===== src/rtl/fp_mult_pipe.sv =====
// Three-stage pipelined floating-point multiplier (IEEE-style encoding).
// S1 unpacks and classifies both operands, S2 multiplies the significands
// and sums the exponents, S3 normalizes, rounds to nearest-even and packs.
// A single global stall freezes every stage whenever the output register
// holds a result the consumer has not yet taken.
module fp_mult_pipe #(
  parameter int EXP_W = 8,
  parameter int MAN_W = 23
) (
  input  logic                     clk,
  input  logic                     rst,
  input  logic                     in_valid,
  output logic                     in_ready,
  input  logic [EXP_W+MAN_W:0]     a,
  input  logic [EXP_W+MAN_W:0]     b,
  output logic                     out_valid,
  input  logic                     out_ready,
  output logic [EXP_W+MAN_W:0]     result,
  output logic [3:0]               flags
);

  localparam int W  = 1 + EXP_W + MAN_W;
  localparam int PW = 2 * MAN_W + 2;
  localparam int EW = EXP_W + 2;

  localparam logic signed [EW-1:0] BIAS     = EW'((1 << (EXP_W - 1)) - 1);
  localparam logic signed [EW-1:0] EXP_ONE  = EW'(1);
  localparam logic signed [EW-1:0] EXP_ZERO = EW'(0);
  localparam logic signed [EW-1:0] EXP_INF  = EW'((1 << EXP_W) - 1);

  localparam logic [W-1:0] QNAN = {1'b0, {EXP_W{1'b1}}, 1'b1, {(MAN_W-1){1'b0}}};

  // Round-to-nearest-even on the kept fraction; the extra MSB is the carry-out.
  function automatic logic [MAN_W:0] round_rne(input logic [MAN_W-1:0] frac,
                                               input logic             g,
                                               input logic             r,
                                               input logic             s);
    logic up;
    up = g & (r | s | frac[0]);
    return {1'b0, frac} + {{MAN_W{1'b0}}, up};
  endfunction

  // Saturate an out-of-range exponent to signed infinity or signed zero and
  // pack the {flags, word} pair for the finite path.
  function automatic logic [W+3:0] pack_sat(input logic                 sign,
                                            input logic signed [EW-1:0] e,
                                            input logic [MAN_W-1:0]     frac,
                                            input logic                 inexact);
    if (e >= EXP_INF)
      return {4'b0101, sign, {EXP_W{1'b1}}, {MAN_W{1'b0}}};
    if (e < EXP_ONE)
      return {4'b0011, sign, {(EXP_W+MAN_W){1'b0}}};
    return {3'b000, inexact, sign, e[EXP_W-1:0], frac};
  endfunction

  // Pipeline control
  logic adv;
  logic vld_p0, vld_p1, vld_p2;

  assign adv       = !vld_p2 | out_ready;
  assign in_ready  = adv;
  assign out_valid = vld_p2;

  // ---------------------------------------------------------------- S1
  logic [EXP_W-1:0] a_exp, b_exp;
  logic [MAN_W-1:0] a_man, b_man;
  logic a_nan, b_nan, a_snan, b_snan, a_inf, b_inf, a_zero, b_zero;
  logic inf_zero_s1, nan_s1, invalid_s1, inf_s1, zero_s1;

  assign a_exp = a[W-2 -: EXP_W];
  assign b_exp = b[W-2 -: EXP_W];
  assign a_man = a[MAN_W-1:0];
  assign b_man = b[MAN_W-1:0];

  assign a_nan  = (&a_exp) & (|a_man);
  assign b_nan  = (&b_exp) & (|b_man);
  assign a_snan = a_nan & ~a_man[MAN_W-1];
  assign b_snan = b_nan & ~b_man[MAN_W-1];
  assign a_inf  = (&a_exp) & ~(|a_man);
  assign b_inf  = (&b_exp) & ~(|b_man);
  // A zero exponent covers both true zero and subnormals, which flush to zero.
  assign a_zero = ~(|a_exp);
  assign b_zero = ~(|b_exp);

  assign inf_zero_s1 = (a_inf & b_zero) | (a_zero & b_inf);
  assign nan_s1      = a_nan | b_nan | inf_zero_s1;
  assign invalid_s1  = a_snan | b_snan | inf_zero_s1;
  assign inf_s1      = (a_inf | b_inf) & ~nan_s1;
  assign zero_s1     = (a_zero | b_zero) & ~nan_s1;

  logic               sign_p0;
  logic [EXP_W-1:0]   a_exp_p0, b_exp_p0;
  logic [MAN_W:0]     a_sig_p0, b_sig_p0;
  logic               nan_p0, invalid_p0, inf_p0, zero_p0;

  // Stage valid bits advance together under the global stall.
  always_ff @(posedge clk) begin
    if (rst) begin
      vld_p0 <= 1'b0;
      vld_p1 <= 1'b0;
      vld_p2 <= 1'b0;
    end else if (adv) begin
      vld_p0 <= in_valid;
      vld_p1 <= vld_p0;
      vld_p2 <= vld_p1;
    end
  end

  // S1 register: unpacked operands with hidden bit restored, plus class bits.
  always_ff @(posedge clk) begin
    if (adv) begin
      sign_p0    <= a[W-1] ^ b[W-1];
      a_exp_p0   <= a_exp;
      b_exp_p0   <= b_exp;
      a_sig_p0   <= {1'b1, a_man};
      b_sig_p0   <= {1'b1, b_man};
      nan_p0     <= nan_s1;
      invalid_p0 <= invalid_s1;
      inf_p0     <= inf_s1;
      zero_p0    <= zero_s1;
    end
  end

  // ---------------------------------------------------------------- S2
  logic [PW-1:0]        prod_s2;
  logic signed [EW-1:0] exp_s2;

  assign prod_s2 = PW'(a_sig_p0) * PW'(b_sig_p0);
  assign exp_s2  = $signed({2'b00, a_exp_p0}) + $signed({2'b00, b_exp_p0}) - BIAS;

  logic                 sign_p1;
  logic [PW-1:0]        prod_p1;
  logic signed [EW-1:0] exp_p1;
  logic                 nan_p1, invalid_p1, inf_p1, zero_p1;

  // S2 register: full-width significand product and biased exponent sum.
  always_ff @(posedge clk) begin
    if (adv) begin
      sign_p1    <= sign_p0;
      prod_p1    <= prod_s2;
      exp_p1     <= exp_s2;
      nan_p1     <= nan_p0;
      invalid_p1 <= invalid_p0;
      inf_p1     <= inf_p0;
      zero_p1    <= zero_p0;
    end
  end

  // ---------------------------------------------------------------- S3
  logic                 msb_s3;
  logic [PW-2:0]        norm_s3;
  logic signed [EW-1:0] exp_norm_s3, exp_fin_s3;
  logic [MAN_W-1:0]     frac_s3;
  logic                 g_s3, r_s3, st_s3;
  logic [MAN_W:0]       rnd_s3;
  logic [W+3:0]         out_s3;

  // Product is in [1,4): drop the leading one, shifting left when it sits
  // one place lower so the fraction always starts at the same bit.
  assign msb_s3      = prod_p1[PW-1];
  assign norm_s3     = msb_s3 ? prod_p1[PW-2:0] : {prod_p1[PW-3:0], 1'b0};
  assign exp_norm_s3 = exp_p1 + (msb_s3 ? EXP_ONE : EXP_ZERO);
  assign frac_s3     = norm_s3[PW-2 -: MAN_W];
  assign g_s3        = norm_s3[MAN_W];
  assign r_s3        = norm_s3[MAN_W-1];
  assign st_s3       = |norm_s3[MAN_W-2:0];
  assign rnd_s3      = round_rne(frac_s3, g_s3, r_s3, st_s3);
  assign exp_fin_s3  = exp_norm_s3 + (rnd_s3[MAN_W] ? EXP_ONE : EXP_ZERO);

  // Special cases override the arithmetic path in NaN > inf > zero order.
  always_comb begin
    out_s3 = pack_sat(sign_p1, exp_fin_s3, rnd_s3[MAN_W-1:0], g_s3 | r_s3 | st_s3);
    if (nan_p1)
      out_s3 = {invalid_p1, 3'b000, QNAN};
    else if (inf_p1)
      out_s3 = {4'b0000, sign_p1, {EXP_W{1'b1}}, {MAN_W{1'b0}}};
    else if (zero_p1)
      out_s3 = {4'b0000, sign_p1, {(EXP_W+MAN_W){1'b0}}};
  end

  // S3 register: output word and flags, held while the consumer stalls.
  always_ff @(posedge clk) begin
    if (rst) begin
      result <= '0;
      flags  <= '0;
    end else if (adv && vld_p1) begin
      flags  <= out_s3[W+3:W];
      result <= out_s3[W-1:0];
    end
  end

endmodule


===== config.mk =====
export PLATFORM = sky130hd
export DESIGN_NAME = fp_mult_pipe
export DESIGN_NICKNAME = d
export VERILOG_FILES = /design/src/rtl/fp_mult_pipe.sv
export SDC_FILE = /design/constraint.sdc
export NUM_CORES = 2
export LEC_CHECK = 0
export ABC_AREA = 1
export CAP_MARGIN = 0
export CORE_ASPECT_RATIO = 1.5
export CORE_UTILIZATION = 60
export DETAILED_ROUTE_END_ITERATION = 10
export PLACE_DENSITY = 0.79
export SLEW_MARGIN = 20
export SYNTH_ARGS = -nofsm -noshare
export SYNTH_HDL_FRONTEND = slang
export SYNTH_SLANG_ARGS = --single-unit

===== constraint.sdc =====
create_clock -name clk -period 7.6 [get_ports clk]
set_input_delay 1.9 -clock clk [delete_from_list [all_inputs] [get_ports clk]]
set_output_delay 1.9 -clock clk [all_outputs]
set_load 0.05 [all_outputs]

==> impl_metrics.yaml <==
worst_setup_path:
  cp-end-kind: "flop"
  cp_slowest_cell: "edfxtp_1"
  reg2reg_slack_ns: 0.55
  cpPeakStageDelay_ns: 0.98
  rr_worst_depth: 26
  crit_buf_inv: 7
  r2r_end: "prod_p1[37]"
  worst_path_dominant_cell_family: "adder cells"
  cp.required_ns: 7.84
  critPathMostFrequentCell: "nand2_1"
  reg2reg_from: "b_sig_p0[0]"
  crit_fanout: 24
  timing_worst_setup_path_type: "reg -> reg"
  start_kind: "flop"
  worstPathArrival_ns: 7.29
worst_hold_path:
  min_to: "nan_p1"
  worstHoldStart: "nan_p0"
  hold_class: "reg -> reg"
  holdPathStages: 0
grt:
  grt_max_degree: 75
  grtUsageTotal: 0.347
  grt_pass1_vias: 23400
  overflow: 0
  grt_pass1_wl_microns: 119000
  antenna_found_initial: 0
timing:
  maxSlewHeadroom: 0.0925
  rsz0062_at_grt: "false"
  skew_ns: 0.0202
  fmax_ghz: 0.142
  fin_setup_tns_ns: 0
  fin_crit_sh: 0.927
  worst_pin_slew_ns: 1.35
  maxSlewViolCount: 0
  setup_viol: 0
  period_needed_ns: 7.05
  worst_slack_ns: 0.551
  hold_violations: 0
layout:
  fill_cells: 3614
  n_antenna_cell: 0
  area_growth_pct: 8.89
  drive_gt1_frac: 0.0371
  nNetsFinal: 4124
clock_network:
  numCtsBuffers: 17
  clk_root_buffer_cell: "clkbuf_16"
  cts_tree: "done"
  cts_hold_buf: 0
  cts_setup_buffers: 0
  htree_levels: 4
  cts_max_path_buffers: 2
  ctsResizeCount: 0
  cts.sinks: 169
  path_clk_slew_ns: 0.08
  insertion_delay_ns: 0.49
yosys:
  synth_top_cell_by_area: "fa_1"
  yosysSeqAreaShare: 0.173
  yosysTopAreaCellShare: 0.358
  yosysWarnings: 0
  synth.net_count: 4047
  synth_edf_count: 130
  synth_flop_cell: "edfxtp_1"
  ys_seq_elements: 169
  synthArstFlopShare: 0
  syn-cell-area_sq_mm: 0.0270
  synth_area_leaders: "fa_1, edfxtp_1, inv_1"
  netlist-cell-type-count: 40
  avgSynthCellArea_sq_um: 8.18
  syn_inst: 3304
floorplanning:
  die_y_microns: 262
  rows: 94
  initial_core_util: 0.613
  die_w_microns: 175
  die-area_sq_mm: 0.0459
  io_pins: 106
  core-area_sq_mm: 0.0441
drt:
  remaining_drc_errors: 0
  drtIter0Drc: 1561
  viasPerCell: 5.43
  wl_per_cell_microns: 18.9
  vias: 21500
  drt_pass1_iterations: 6
  wl_microns: 75100
  final_antenna_net_count: 0
flow_run:
  drv_cap: 0
place:
  io_buffers: 105
  gp_congestion: 0.981
  dpl.hpwl_microns: 62400
  pre_cts_slack_ns: 0.629
run_status:
  status: "finished, final reports clean"
## registers in the layout, summed over array words and instances (netlist names), 4 cells and up
name      count
a_exp_p0      8
a_sig_p0     23
b_exp_p0      8
b_sig_p0     23
exp_p1       10
flags         4
prod_p1      48
result       32
## metrics by stage
step / hold WS (ns) / utilization / instances / instance area, sq um
floorplan: 0.400 / - / 3304 / 27000
global placement: 0.402 / 0.654 / 3938 / 28800
detailed placement: 0.406 / 0.654 / 3938 / 28800
CTS: 0.423 / 0.668 / 3970 / 29400
global route: 0.427 / 0.668 / 3970 / 29400
finish: 0.422 / 0.668 / 3970 / 29400
## cell usage after synthesis, types with 6 or more instances
cell type,instances
clkbuf_1,99
ha_1,191
nand2_1,799
nor4_1,20
edfxtp_1,130
inv_1,981
nand3_1,70
xor2_1,43
nor2_2,7
xnor2_1,13
a21o_1,6
or2_2,6
a21oi_1,98
o21bai_1,14
o21ai_0,60
nor3_1,14
fa_1,484
a31oi_1,9
nand4_1,28
nor2_1,141
dfxtp_1,39
## cell usage in the layout, fill, tap and decap left out, types with 7 or more instances in the layout
| cell type | count |
|---|---|
| a21oi_1 | 98 |
| a31oi_1 | 9 |
| buf_4 | 62 |
| clkbuf_16 | 17 |
| clkdlybuf4s50_1 | 105 |
| dfxtp_1 | 39 |
| edfxtp_1 | 130 |
| fa_1 | 484 |
| ha_1 | 191 |
| inv_1 | 980 |
| nand2_1 | 799 |
| nand3_1 | 70 |
| nand4_1 | 28 |
| nor2_1 | 141 |
| nor2_2 | 7 |
| nor3_1 | 14 |
| nor4_1 | 20 |
| o21ai_0 | 60 |
| o21bai_1 | 14 |
| xnor2_1 | 13 |
| xor2_1 | 43 |
## cell type report
cell class | count | area [sq um] | share of cell area
sequential | 169 | 4680 | 0.159
tap | 576 | 721 | 0.0245
timing repair buffer | 168 | 1540 | 0.0522
clock buffer | 18 | 429 | 0.0146
clock inverter | 14 | 175 | 0.00595
inverter | 985 | 3700 | 0.126
multi-input combinational | 2040 | 18200 | 0.618
## worst max path at each step
stage | startpoint | endpoint | slack (ns) | cells past startpoint
floorplan | out_ready | in_ready | 0.90 | 2
global placement | b_sig_p0[0] | prod_p1[37] | 0.69 | 27
detailed placement | b_sig_p0[0] | prod_p1[37] | 0.63 | 27
CTS | b_sig_p0[0] | prod_p1[37] | 0.61 | 27
global route | b_sig_p0[0] | prod_p1[45] | 0.20 | 24
finish | b_sig_p0[0] | prod_p1[37] | 0.55 | 26
## cell families (layout without fill, tap and decap cells)
family | after synthesis | in the layout | share of synthesized area
buffers and inverters | 1095 | 1185 | 0.154
DFF | 169 | 169 | 0.173
AOI/OAI and AO/OA | 207 | 207 | 0.0423
adders and majority gates | 675 | 675 | 0.447
xor gates and xnor gates | 57 | 57 | 0.0187
and+or+nand+nor | 1101 | 1101 | 0.165
## per-layer routing
metal  part of all wire  track usage  wire length [microns]
met5                  0            0                      0
met4              0.077        0.240                   5810
met3              0.067       0.0380                   5020
met2               0.51        0.632                  38600
met1               0.34        0.378                  25600
Power is left out: the tool's default activity adds up to more than one toggle a clock period on the data nets, which glitch-free logic cannot reach.
